**src/rtl/beat_pattern_gen.sv**
```systemverilog
`default_nettype none
// +----------------------------------------------------------------------------+
// | beat_pattern_gen: steps a value through [start,end] at a programmable tick  |
// | rate in up-wrap, down-wrap, ping-pong or one-shot order.                    |
// | Revision: 1.0                                                               |
// +----------------------------------------------------------------------------+
module beat_pattern_gen #(
  parameter int WIDTH     = 8,
  parameter int DIV_W     = 16,
  parameter int START_DEF = 160,
  parameter int END_DEF   = 176,
  parameter int STEP_DEF  = 4
) (
  input  logic             clk,
  input  logic             resetn,
  input  logic [WIDTH-1:0] cfg_start,
  input  logic [WIDTH-1:0] cfg_end,
  input  logic [WIDTH-1:0] cfg_step,
  input  logic [1:0]       cfg_mode,
  input  logic [DIV_W-1:0] cfg_div,
  input  logic             cfg_load,
  input  logic             run,
  output logic [WIDTH-1:0] data,
  output logic             data_en,
  output logic             wrap,
  output logic             done,
  output logic             cfg_err
);

  localparam logic [1:0] c_mode_up      = 2'd0;
  localparam logic [1:0] c_mode_down    = 2'd1;
  localparam logic [1:0] c_mode_ping    = 2'd2;
  localparam logic [1:0] c_mode_oneshot = 2'd3;

  logic [WIDTH-1:0] r_start, r_end, r_step, r_data;
  logic [1:0]       r_mode;
  logic [DIV_W-1:0] r_div, r_cnt;
  logic             r_dir_dn, r_data_en, r_wrap, r_done, r_cfg_err;

  logic [WIDTH:0]   w_sum, w_lo;
  logic [WIDTH-1:0] w_inc, w_dec;
  logic             w_over, w_under, w_active, w_tick;

  // One extra bit keeps range compares free of overflow aliasing.
  assign w_sum    = {1'b0, r_data} + {1'b0, r_step};
  assign w_lo     = {1'b0, r_start} + {1'b0, r_step};
  assign w_over   = w_sum > {1'b0, r_end};
  assign w_under  = {1'b0, r_data} < w_lo;
  assign w_inc    = w_sum[WIDTH-1:0];
  assign w_dec    = r_data - r_step;
  assign w_active = run && !r_done && !r_cfg_err;
  assign w_tick   = w_active && (r_cnt == r_div);

  assign data    = r_data;
  assign data_en = r_data_en;
  assign wrap    = r_wrap;
  assign done    = r_done;
  assign cfg_err = r_cfg_err;

  always_ff @(posedge clk or negedge resetn) begin
    if (!resetn) begin
      r_start   <= WIDTH'(START_DEF);
      r_end     <= WIDTH'(END_DEF);
      r_step    <= WIDTH'(STEP_DEF);
      r_mode    <= c_mode_up;
      r_div     <= '0;
      r_cnt     <= '0;
      r_data    <= WIDTH'(START_DEF);
      r_dir_dn  <= 1'b0;
      r_data_en <= 1'b0;
      r_wrap    <= 1'b0;
      r_done    <= 1'b0;
      r_cfg_err <= 1'b0;
    end else if (cfg_load) begin
      r_start   <= cfg_start;
      r_end     <= cfg_end;
      r_step    <= cfg_step;
      r_mode    <= cfg_mode;
      r_div     <= cfg_div;
      r_cnt     <= '0;
      r_data    <= (cfg_mode == c_mode_down) ? cfg_end : cfg_start;
      r_dir_dn  <= 1'b0;
      r_data_en <= 1'b0;
      r_wrap    <= 1'b0;
      r_done    <= 1'b0;
      r_cfg_err <= cfg_start > cfg_end;
    end else begin
      r_data_en <= 1'b0;
      r_wrap    <= 1'b0;
      if (w_active) begin
        r_cnt <= w_tick ? '0 : r_cnt + DIV_W'(1);
      end
      if (w_tick) begin
        case (r_mode)
          c_mode_up: begin
            r_data_en <= 1'b1;
            if (w_over) begin
              r_data <= r_start;
              r_wrap <= 1'b1;
            end else begin
              r_data <= w_inc;
            end
          end
          c_mode_down: begin
            r_data_en <= 1'b1;
            if (w_under) begin
              r_data <= r_end;
              r_wrap <= 1'b1;
            end else begin
              r_data <= w_dec;
            end
          end
          c_mode_ping: begin
            r_data_en <= 1'b1;
            if (!r_dir_dn) begin
              if (w_over) begin
                r_dir_dn <= 1'b1;
                r_data   <= w_under ? r_start : w_dec;
                r_wrap   <= 1'b1;
              end else begin
                r_data <= w_inc;
              end
            end else begin
              if (w_under) begin
                r_dir_dn <= 1'b0;
                r_data   <= w_over ? r_end : w_inc;
                r_wrap   <= 1'b1;
              end else begin
                r_data <= w_dec;
              end
            end
          end
          c_mode_oneshot: begin
            // Reaching the end freezes the value without a final beat.
            if (w_over) begin
              r_done <= 1'b1;
            end else begin
              r_data    <= w_inc;
              r_data_en <= 1'b1;
            end
          end
          default: r_data_en <= 1'b0;
        endcase
      end
    end
  end

endmodule
`default_nettype wire
```
**config.mk**
```make
export PLATFORM = sky130hd
export DESIGN_NAME = beat_pattern_gen
export DESIGN_NICKNAME = d
export VERILOG_FILES = /design/src/rtl/beat_pattern_gen.sv
export SDC_FILE = /design/constraint.sdc
export NUM_CORES = 1
export LEC_CHECK = 0
export ABC_CLOCK_PERIOD_IN_PS = 5000
export CORE_ASPECT_RATIO = 1.4
export CORE_MARGIN = 5
export CORE_UTILIZATION = 32
export DETAILED_ROUTE_END_ITERATION = 8
export PLACE_DENSITY = 0.55
export SLEW_MARGIN = 25
export SYNTH_ARGS = -nofsm -noshare
export SYNTH_HDL_FRONTEND = slang
export SYNTH_SLANG_ARGS = --single-unit
```
**constraint.sdc**
```tcl
create_clock -name clk -period 5 [get_ports clk]
set_input_delay 1 -clock clk [delete_from_list [all_inputs] [get_ports clk]]
set_output_delay 1 -clock clk [all_outputs]
set_load 0.02 [all_outputs]
```
# After elaboration in Yosys (flattened, before gate mapping)
# Index checks and enable logic that the tools add are counted.
[op_classes]
eq_ne = 6
bitwise_logic = 0
n_mul = 0
order_cmp = 3
n_mux = 34
n_addsub = 4
n_reduce_logical = 15
shifts = 0
n_div = 0
[op_table]
columns = ["operator", "n"]
rows = [
  ["$mux W8", 11],
  ["$mux W16", 3],
  ["$pmux W8 S4", 1],
  ["$add A8 B8 Y9", 2],
  ["$mux W1", 17],
  ["$add A16 B1 Y16 const B", 1],
  ["$eq A16 B16 Y1", 1],
  ["$reduce_bool A2 Y1", 5],
  ["$gt A9 B8 Y1", 1],
  ["$lt A8 B9 Y1", 1],
  ["$gt A8 B8 Y1", 1],
  ["$sub A8 B8 Y8", 1],
  ["$eq A2 B1 Y1 const B", 2],
  ["$eq A2 B2 Y1 const B", 2],
  ["$reduce_and A2 Y1", 2],
  ["$logic_and A1 B1 Y1", 3],
  ["$ne A3 B3 Y1 const B", 1],
  ["$pmux W1 S3", 1],
  ["$reduce_and A3 Y1", 1],
  ["$reduce_or A3 Y1", 1],
  ["$logic_not A1 Y1", 2],
  ["$logic_not A2 Y1", 1],
  ["$pmux W1 S2", 1],
]
[totals]
latchBits = 0
wordCells = 74
n_memories = 0
ramBits = 0
output_inout_bits = 12
input_bits = 46
reg_bits = 71
mem_bits_ro = 0

# Longest topological paths before layout
# Gate-level depths: netlist (run 1).
[logic_depth]
word_depth = 8
mapped_depth = 20
depth_no_buf = 17

# Worst setup path before layout (run 1)
# OpenSTA, ideal clock, no wires.
[synth_path]
kind = "flip-flop to flip-flop"
from = "register r_step[2]"
to = "register r_data[2] (netlist: data[2])"
stages_incl_launch_ff = 19
required_time_ns = 4.869
t_arrival_ns = 3.703
n_path_buf = 1
slack_ns = 1.166
period_less_slack_ns = 3.834
setup_time_ns = 0.131
path_cell_list = "dfstp_2 inv_1 ha_1 buf_2 nand2b_1 a221oi_1 nor2_1 o21bai_1 xor2_1 inv_1 ha_1 nand2_1 or3_1 o211ai_1 a21oi_1 o31a_1 a221o_1 a21oi_1 o21ai_0"
[synth_between]
elab_chain_len = 8
elab_cells_between_ends = 18
classes_between = "3 x add/sub; 2 x order compare; 1 x eq/ne; 11 x mux; 1 x reduce/logical"
[synth_rtl]
columns = ["item", "line_no", "source"]
rows = [
  ["from (decl)", "35", "logic [WIDTH-1:0] r_start, r_end, r_step, r_data;"],
  ["from (signal assigned)", "64", "r_step <= WIDTH'(STEP_DEF);"],
  ["from (signal assigned)", "77", "r_step <= cfg_step;"],
  ["$add A8 B8 Y9, on equally long branches", "46, 45", ""],
  ["$lt A8 B9 Y1 / $gt A9 B8 Y1 (equally long branches)", "48, 47", ""],
  ["$mux W8, on equally long branches", "118, 126", ""],
  ["$mux W8, on equally long branches", "116, 124", ""],
  ["$mux W8", "115", "if (!r_dir_dn) begin"],
  ["$pmux W8 S4", "94", "case (r_mode)"],
  ["$mux W8", "93", "if (w_tick) begin"],
  ["$mux W8", "74", "end else if (cfg_load) begin"],
  ["to (signal assigned)", "98", "r_data <= r_start;"],
  ["to (signal assigned)", "118", "r_data <= w_under ? r_start : w_dec;"],
  ["to (signal assigned)", "121", "r_data <= w_inc;"],
  ["to (decl)", "35", ""],
]
# Several ways; a longest one is shown, not always the timed one. The select of a mux whose other input is x is not followed.
# A chain may end at the register's enable or synchronous reset.

# Worst setup path after layout (run 1)
[layout_path]
from = "register r_step[2]"
to = "register r_data[1] (netlist: data[1])"
# Same word-level chain as after synthesis.

==> results of run 1 <==
kinds of logic after synthesis:
group	after synthesis
AND/OR/NAND/NOR	191
AO/OA/AOI/OAI	163
flip-flops	71
buffers and inverters	63
adder cells (fa/ha/maj)	50
XOR/XNOR	41
multiplexers	32
metal layers:
| layer | vias up | wire length (um) |
|---|---|---|
| li1 | 2286 | - |
| met1 | 2348 | 6850 |
| met2 | 162 | 9160 |
| met3 | 47 | 790 |
| met4 | 0 | 1110 |
| met5 | - | 0 |
registers in the layout, summed over array words and instances, names as in the netlist:
register / count
r_dir_dn: 1
wrap: 1
r_start: 8
data_en: 1
data: 8
cfg_err: 1
done: 1
r_mode: 2
r_cnt: 16
r_end: 8
r_div: 16
r_step: 8
worst paths after layout:
| kind | end | depth (start not counted) |
|---|---|---|
| max | data[1] | 17 |
| min | r_div[7] | 1 |
| max reg2reg | data[1] | 17 |
| min reg2reg | r_div[7] | 1 |
| max in group asynchronous | r_end[3] | 1 |
| min in group asynchronous | r_div[13] | 1 |
worst max-delay path: stages (launching register included):
cell	delay (ps)
dfstp_2	550
inv_1	60
ha_1	380
nand2b_1	180
a221oi_1	350
nor2_1	80
o21bai_1	160
xor2_1	300
inv_1	110
ha_1	320
nand2_1	70
or3_1	350
o211ai_1	150
and2_1	630
a21oi_1	110
a2111oi_2	420
nor4_1	110
a21oi_1	160
cell usage after synthesis, types with 8 or more instances:
cell type  number  area share [%]
dfstp_2         8             3.9
a21oi_1        41             3.8
xor2_1         16             2.6
dfrtp_1        63              29
mux2_2         28             5.9
o21ai_0        49             4.6
inv_1          37             2.6
clkbuf_1       18             1.3
nand3_1        19             1.8
nor2_1         51             3.6
ha_1           47              11
or3_1          11             1.3
nand2_1        58             4.1
xnor2_1        25             4.1
nor3_1          8            0.75
a31oi_1         8            0.94
nand4_1         9             1.1
final cells by class:
cell class	instances	area, um^2
multi-input combinational	477	3320
inverter	38	143
timing repair buffer	64	619
sequential	71	1790
fill	1693	10200
clock inverter	5	56.3
tap	203	254
clock buffer	11	253
cells in the final DEF (no fill, tap or decap), types with 6 or more instances in the layout:
| cell | synthesis | final |
|---|---|---|
| buf_4 | 0 | 7 |
| nand2_1 | 58 | 58 |
| o21bai_1 | 6 | 6 |
| nand2b_1 | 6 | 6 |
| xnor2_1 | 25 | 25 |
| nand3_1 | 19 | 19 |
| mux2_2 | 28 | 28 |
| inv_1 | 37 | 37 |
| o21ai_0 | 49 | 49 |
| nand4_1 | 9 | 9 |
| dfstp_2 | 8 | 8 |
| or3_1 | 11 | 11 |
| clkdlybuf4s50_1 | 0 | 55 |
| dfrtp_1 | 63 | 63 |
| nor2_1 | 51 | 51 |
| xor2_1 | 16 | 16 |
| ha_1 | 47 | 47 |
| a31oi_1 | 8 | 8 |
| and3_1 | 6 | 6 |
| clkbuf_16 | 0 | 9 |
| o211ai_1 | 6 | 6 |
| a21oi_1 | 41 | 41 |
| nor3_1 | 8 | 8 |
through the flow:
stage / utilization [%] / hold slack (ps) / power [mW] / instances
after floorplan: - / 492 / 1.30 / 611
after global placement: 36.8 / 520 / 1.58 / 853
after detailed placement: 36.8 / 524 / 1.59 / 853
after CTS: 38.7 / 537 / 2.28 / 869
after global routing: 38.7 / 545 / 2.41 / 869
final: 38.7 / 529 / 2.27 / 869
power by group through the flow:
stage | Sequential, mW | Clock [mW] | Combinational (mW)
2_1_floorplan | 0.675 | 0 | 0.622
3_3_place_gp | 0.696 | 0 | 0.884
3_5_place_dp | 0.697 | 0 | 0.893
4_1_cts | 0.687 | 0.693 | 0.899
5_1_grt | 0.692 | 0.721 | 0.996
6_report | 0.686 | 0.675 | 0.906
==> flow_summary.toml, run 1 <==
[floorplan]
coreArea_um2 = 16600
initial_core_util_pct = 32.2
rows = 56
die_y_um = 163
io_pins = 58
die_w_um = 119
die-area_um2 = 19400

[cells_and_area]
finish.instance_area_um2 = 6430
diodes = 0
synthToLayoutAreaGrowth_pct = 20.2
drive_gt1_share_pct = 9.91
nNetsFinal = 757

[grt]
grt_usage_pct = 18.8
grt_overflow = 0
grt_pass1_vias = 5065
top_usage_layer = "met2"
globalRouteMet1Util_pct = 20.1
grt_max_degree = 72
grt_use_met2_pct = 33.6
antenna_found_initial = 0
met3_usage_pct = 3.16
grt_pass1_wl_mm = 28.1

[synthesis]
yosys.area_share.xor_xnor_pct = 6.72
synth-adder-area-share_pct = 12.1
yosys_warnings = 0
avgSynthCellArea_um2 = 8.75
syn-num-nets = 707
synth.yosys.seq_area_share_pct = 33.4
synth_top_family_by_area = "compound AO/OA/AOI/OAI gates"
synthFlopType = "dfrtp_1"
synth_edf_count = 0
synth_mux_area_share_pct = 6.64
syn_inst = 611
synth_compound_area_share_pct = 19.5
ys_types = 60
synth_seq_cells = 71
mappedNetlistArea_um2 = 5350
yosys.area_share.simple_pct = 17.0
synthArstFlopShare_pct = 100

[critical_path]
crit_fanout = 18
cp-startpoint = "r_step[2]"
cp.required_ps = 5270
cp.arrival_ps = 4830
cp-end-kind = "flop"
reg2reg_from = "r_step[2]"
worstSetupPathType = "reg2reg"
rrSetupSlack_ps = 440
crit_path_start_kind = "flop"

[clocking]
cts.clk_slew.worst_paths_ps = 60
insertion_delay_ps = 350
numCtsBuffers = 9
post_cts_buffers = 0
cts_resized = 0
cts_root_buf = "clkbuf_16"
htree_levels = 3
postCtsHoldBufs = 0
clock-sinks = 71
tritoncts = "built"
clockBufferDepth = 2

[detailed_routing]
drt_pre_antenna_iters = 5
routed_wl_mm = 17.9
viasPerCell = 5.57
num_vias = 4843
drc = 0
drt-initial-drc-count = 292
routedWlPerCell_um = 20.6
antenna_left = 0

[power_and_ir_drop]
leakage_nw = 2.70
p_int_mw = 1.39
power_frac_clock_pct = 29.8
seqPwrFrac_pct = 30.3
power_density_nw_per_um2 = 353
p_sw_mw = 0.877
combinationalPowerShare_pct = 39.9
switching_share_pct = 38.7
peakVddDrop_uv = 300

[sta]
fin_skew_ps = 7.41
fmaxAchievable_ghz = 0.219
drv_slew = 0
fin_ws_ps = 444
setup_viol = 0
tightest_slew_ps = 802
maxSlewHeadroom_pct = 46.6
grt_setup_unrepaired = "no"
final-hold-violation-count = 0
finalCriticalPeriod_ps = 4560
finalCritPeriodShare_pct = 91.1
tns_ps = 0

[run_status]
run_status = "finished clean"

[place]
dpl.hpwl_mm = 13.7
dp_slack_ps = 525
port_buffers = 57
dpl-instance-area_um2 = 6110
gp_congestion = 0.886

[hold_path]
worstHoldPathType = "reg2reg"
min-delay-start = "r_div[7]"

[job]
maxCapViolCount = 0
No activity file was read; power rests on OpenSTA's default activity.
==> run 2: changes to the inputs <==
- ABC_AREA: not set -> 0
- ABC_CLOCK_PERIOD_IN_PS: 5000 -> 4400
- HOLD_SLACK_MARGIN: not set -> 0.06
- clock period: 5 -> 4.4 ns (I/O delays scaled with it)
==> run 2 against run 1 <==
  * Critical endpoint is now data[3]
  * Maximum frequency up 7.7%
  * Clock skew rose by 3.9 ps
  * Flip-flop and latch count is the same
  * Die area unchanged
  * Global-route usage is 0.75 points lower
  * Largest cell class unchanged
  * Design area rose by 3.9%
  * Wire length decreased by 1.7%
  * Power increased by 19%
  * Clock power up 10%
  * Sequential share of layout area down 1.0 points
  * Critical path type unchanged
  * Utilization rose by 1.5 points
==> flow_summary.toml, run 2 (synthesis results as in run 1) <==
[run_status]
run_status = "finished clean"

[cells_and_area]
fin_cells = 893
largestRegisters = "r_cnt (16), r_div (16)"
layout_common_cells = "dfrtp_1, nand2_1, clkdlybuf4s50_1, nor2_1, o21ai_0"
drive_gt1_share_pct = 14.9
final_util_pct = 40.2
fill_cells = 1643
synthToLayoutAreaGrowth_pct = 24.8
nNetsFinal = 781
diodes = 0
finish.instance_area_um2 = 6680
final_common_cell = "dfrtp_1"

[detailed_routing]
drt-initial-drc-count = 287
drt_pre_antenna_iters = 5
routed_wl_mm = 17.6
antenna_left = 0
drc = 0
num_vias = 4909
routedWlPerCell_um = 19.7
viasPerCell = 5.50

[clocking]
htree_levels = 3
tritoncts = "built"
numCtsBuffers = 9
clock-sinks = 71
insertion_delay_ps = 340
cts_root_buf = "clkbuf_16"
clockBufferDepth = 2
cts.clk_slew.worst_paths_ps = 70

[critical_path]
crit_path_start_kind = "flop"
crit_fanout = 10
cp.arrival_ps = 4500
max_stage_delay_ps = 530
slowest_stage = "dfstp_2"
cp.required_ps = 4670
worstSetupPathType = "reg2reg"
cp_cell_sequence = "inv_1 > ha_1 > nand2b_1 > a221oi_2 > nor2_1 > o21bai_1 > xor2_1 > inv_1 > ha_2 > nor4_2 > o211ai_1 > o211ai_1 > buf_4 > nand2_4 > buf_6 > nand3_2 > o22ai_1 > a221o_1 > nand2_1"
crit_buf_inv = 4
cp-end-kind = "flop"
crit_family = "compound AO/OA/AOI/OAI gates"

[floorplan]
die_w_um = 119
rows = 56
initial_core_util_pct = 32.2
die_y_um = 163
die-area_um2 = 19400
coreArea_um2 = 16600
io_pins = 58

[power_and_ir_drop]
leakage_nw = 2.84
power_density_nw_per_um2 = 404
peakVddDrop_uv = 172
fin_total_pwr_mw = 2.70

[grt]
grt_usage_pct = 18.0
grt_pass1_vias = 5110
antenna_found_initial = 0
grt_max_degree = 72
grt_overflow = 0
grt_pass1_wl_mm = 27.5

[job]
maxCapViolCount = 0

[place]
dpl.hpwl_mm = 13.7
gp_congestion = 0.944
dp_slack_ps = -39.9
dpl-instance-area_um2 = 6240
port_buffers = 57
dp_cells = 870

[sta]
fin_skew_ps = 11.3
fin_ws_ps = 169
fmaxAchievable_ghz = 0.236
finalCritPeriodShare_pct = 96.2
final-hold-violation-count = 0
drv_slew = 0
finalCriticalPeriod_ps = 4230
tightest_slew_ps = 783
setup_viol = 0
grt_setup_unrepaired = "yes"
maxSlewHeadroom_pct = 47.8

[hold_path]
worstHoldPathType = "reg2reg"
## run 2: cell types whose count changed in the layout (fill, tap and decap cells not counted), moves of 2 or more
| cell | previous run | this run |
|---|---|---|
| buf_4 | 7 | 29 |
| buf_6 | 1 | 3 |
| ha_1 | 47 | 45 |
| ha_2 | 0 | 2 |
| nand2_1 | 58 | 56 |
| nand3_1 | 19 | 17 |
| nand3_2 | 0 | 2 |
## run 2: path summary, 6_finish.rpt
check	from	to	slack, ps	depth (start not counted)
max	r_step[2]	data[3]	170	19
min	r_step[2]	r_step[2]	530	2
max reg2reg	r_step[2]	data[3]	170	19
min reg2reg	r_step[2]	r_step[2]	530	2
max in group asynchronous	resetn	data[4]	3380	1
min in group asynchronous	resetn	r_div[13]	570	1
## run 2: stage by stage
stage | hold WS, ps | setup TNS [ps]
after floorplan | 492 | 0
after global placement | 521 | -169
after global routing | 556 | -146
after CTS | 531 | 0
final | 527 | 0
after detailed placement | 518 | -71.0
## run 2: worst reg2reg max path: cells and delay by family, from the launching register on
kind,cells,cell delay [ps]
flip-flops,1,530
XOR/XNOR,1,310
buffers and inverters,4,570
AO/OA/AOI/OAI,6,1480
adder cells (fa/ha/maj),2,500
AND/OR/NAND/NOR,6,780
## run 2: report_power, final
part | internal (mW) | switching (mW)
Combinational | 0.502 | 0.677
Sequential | 0.707 | 0.0642
Clock | 0.456 | 0.290
## run 2: layer usage
layer	part of all wire (%)	GRT usage, %	wire length (um)	vias to the layer above
met5	0	0	0	-
met4	4.2	7.75	733	0
met3	4.3	2.64	761	47
met2	53	33.4	9310	171
met1	39	20.4	6800	2355
li1	-	-	-	2336
## run 2: cell type report
cell class	count	area, um^2	share of cell area (%)
sequential	71	1790	26.8
tap	203	254	3.81
inverter	38	143	2.14
clock buffer	11	243	3.64
multi-input combinational	477	3380	50.7
timing repair buffer	88	807	12.1
clock inverter	5	57.6	0.862
## run 2: repair_timing
| action | 4_1_cts | 5_1_grt |
|---|---|---|
| endpoints found under the hold margin | 0 | 0 |
| pin swaps | 0 | 9 |
| resized for setup | 2 | 19 |
| setup endpoints to repair | 7 | 8 |
| hold buffers | 0 | 0 |
| buffers inserted | 0 | 7 |
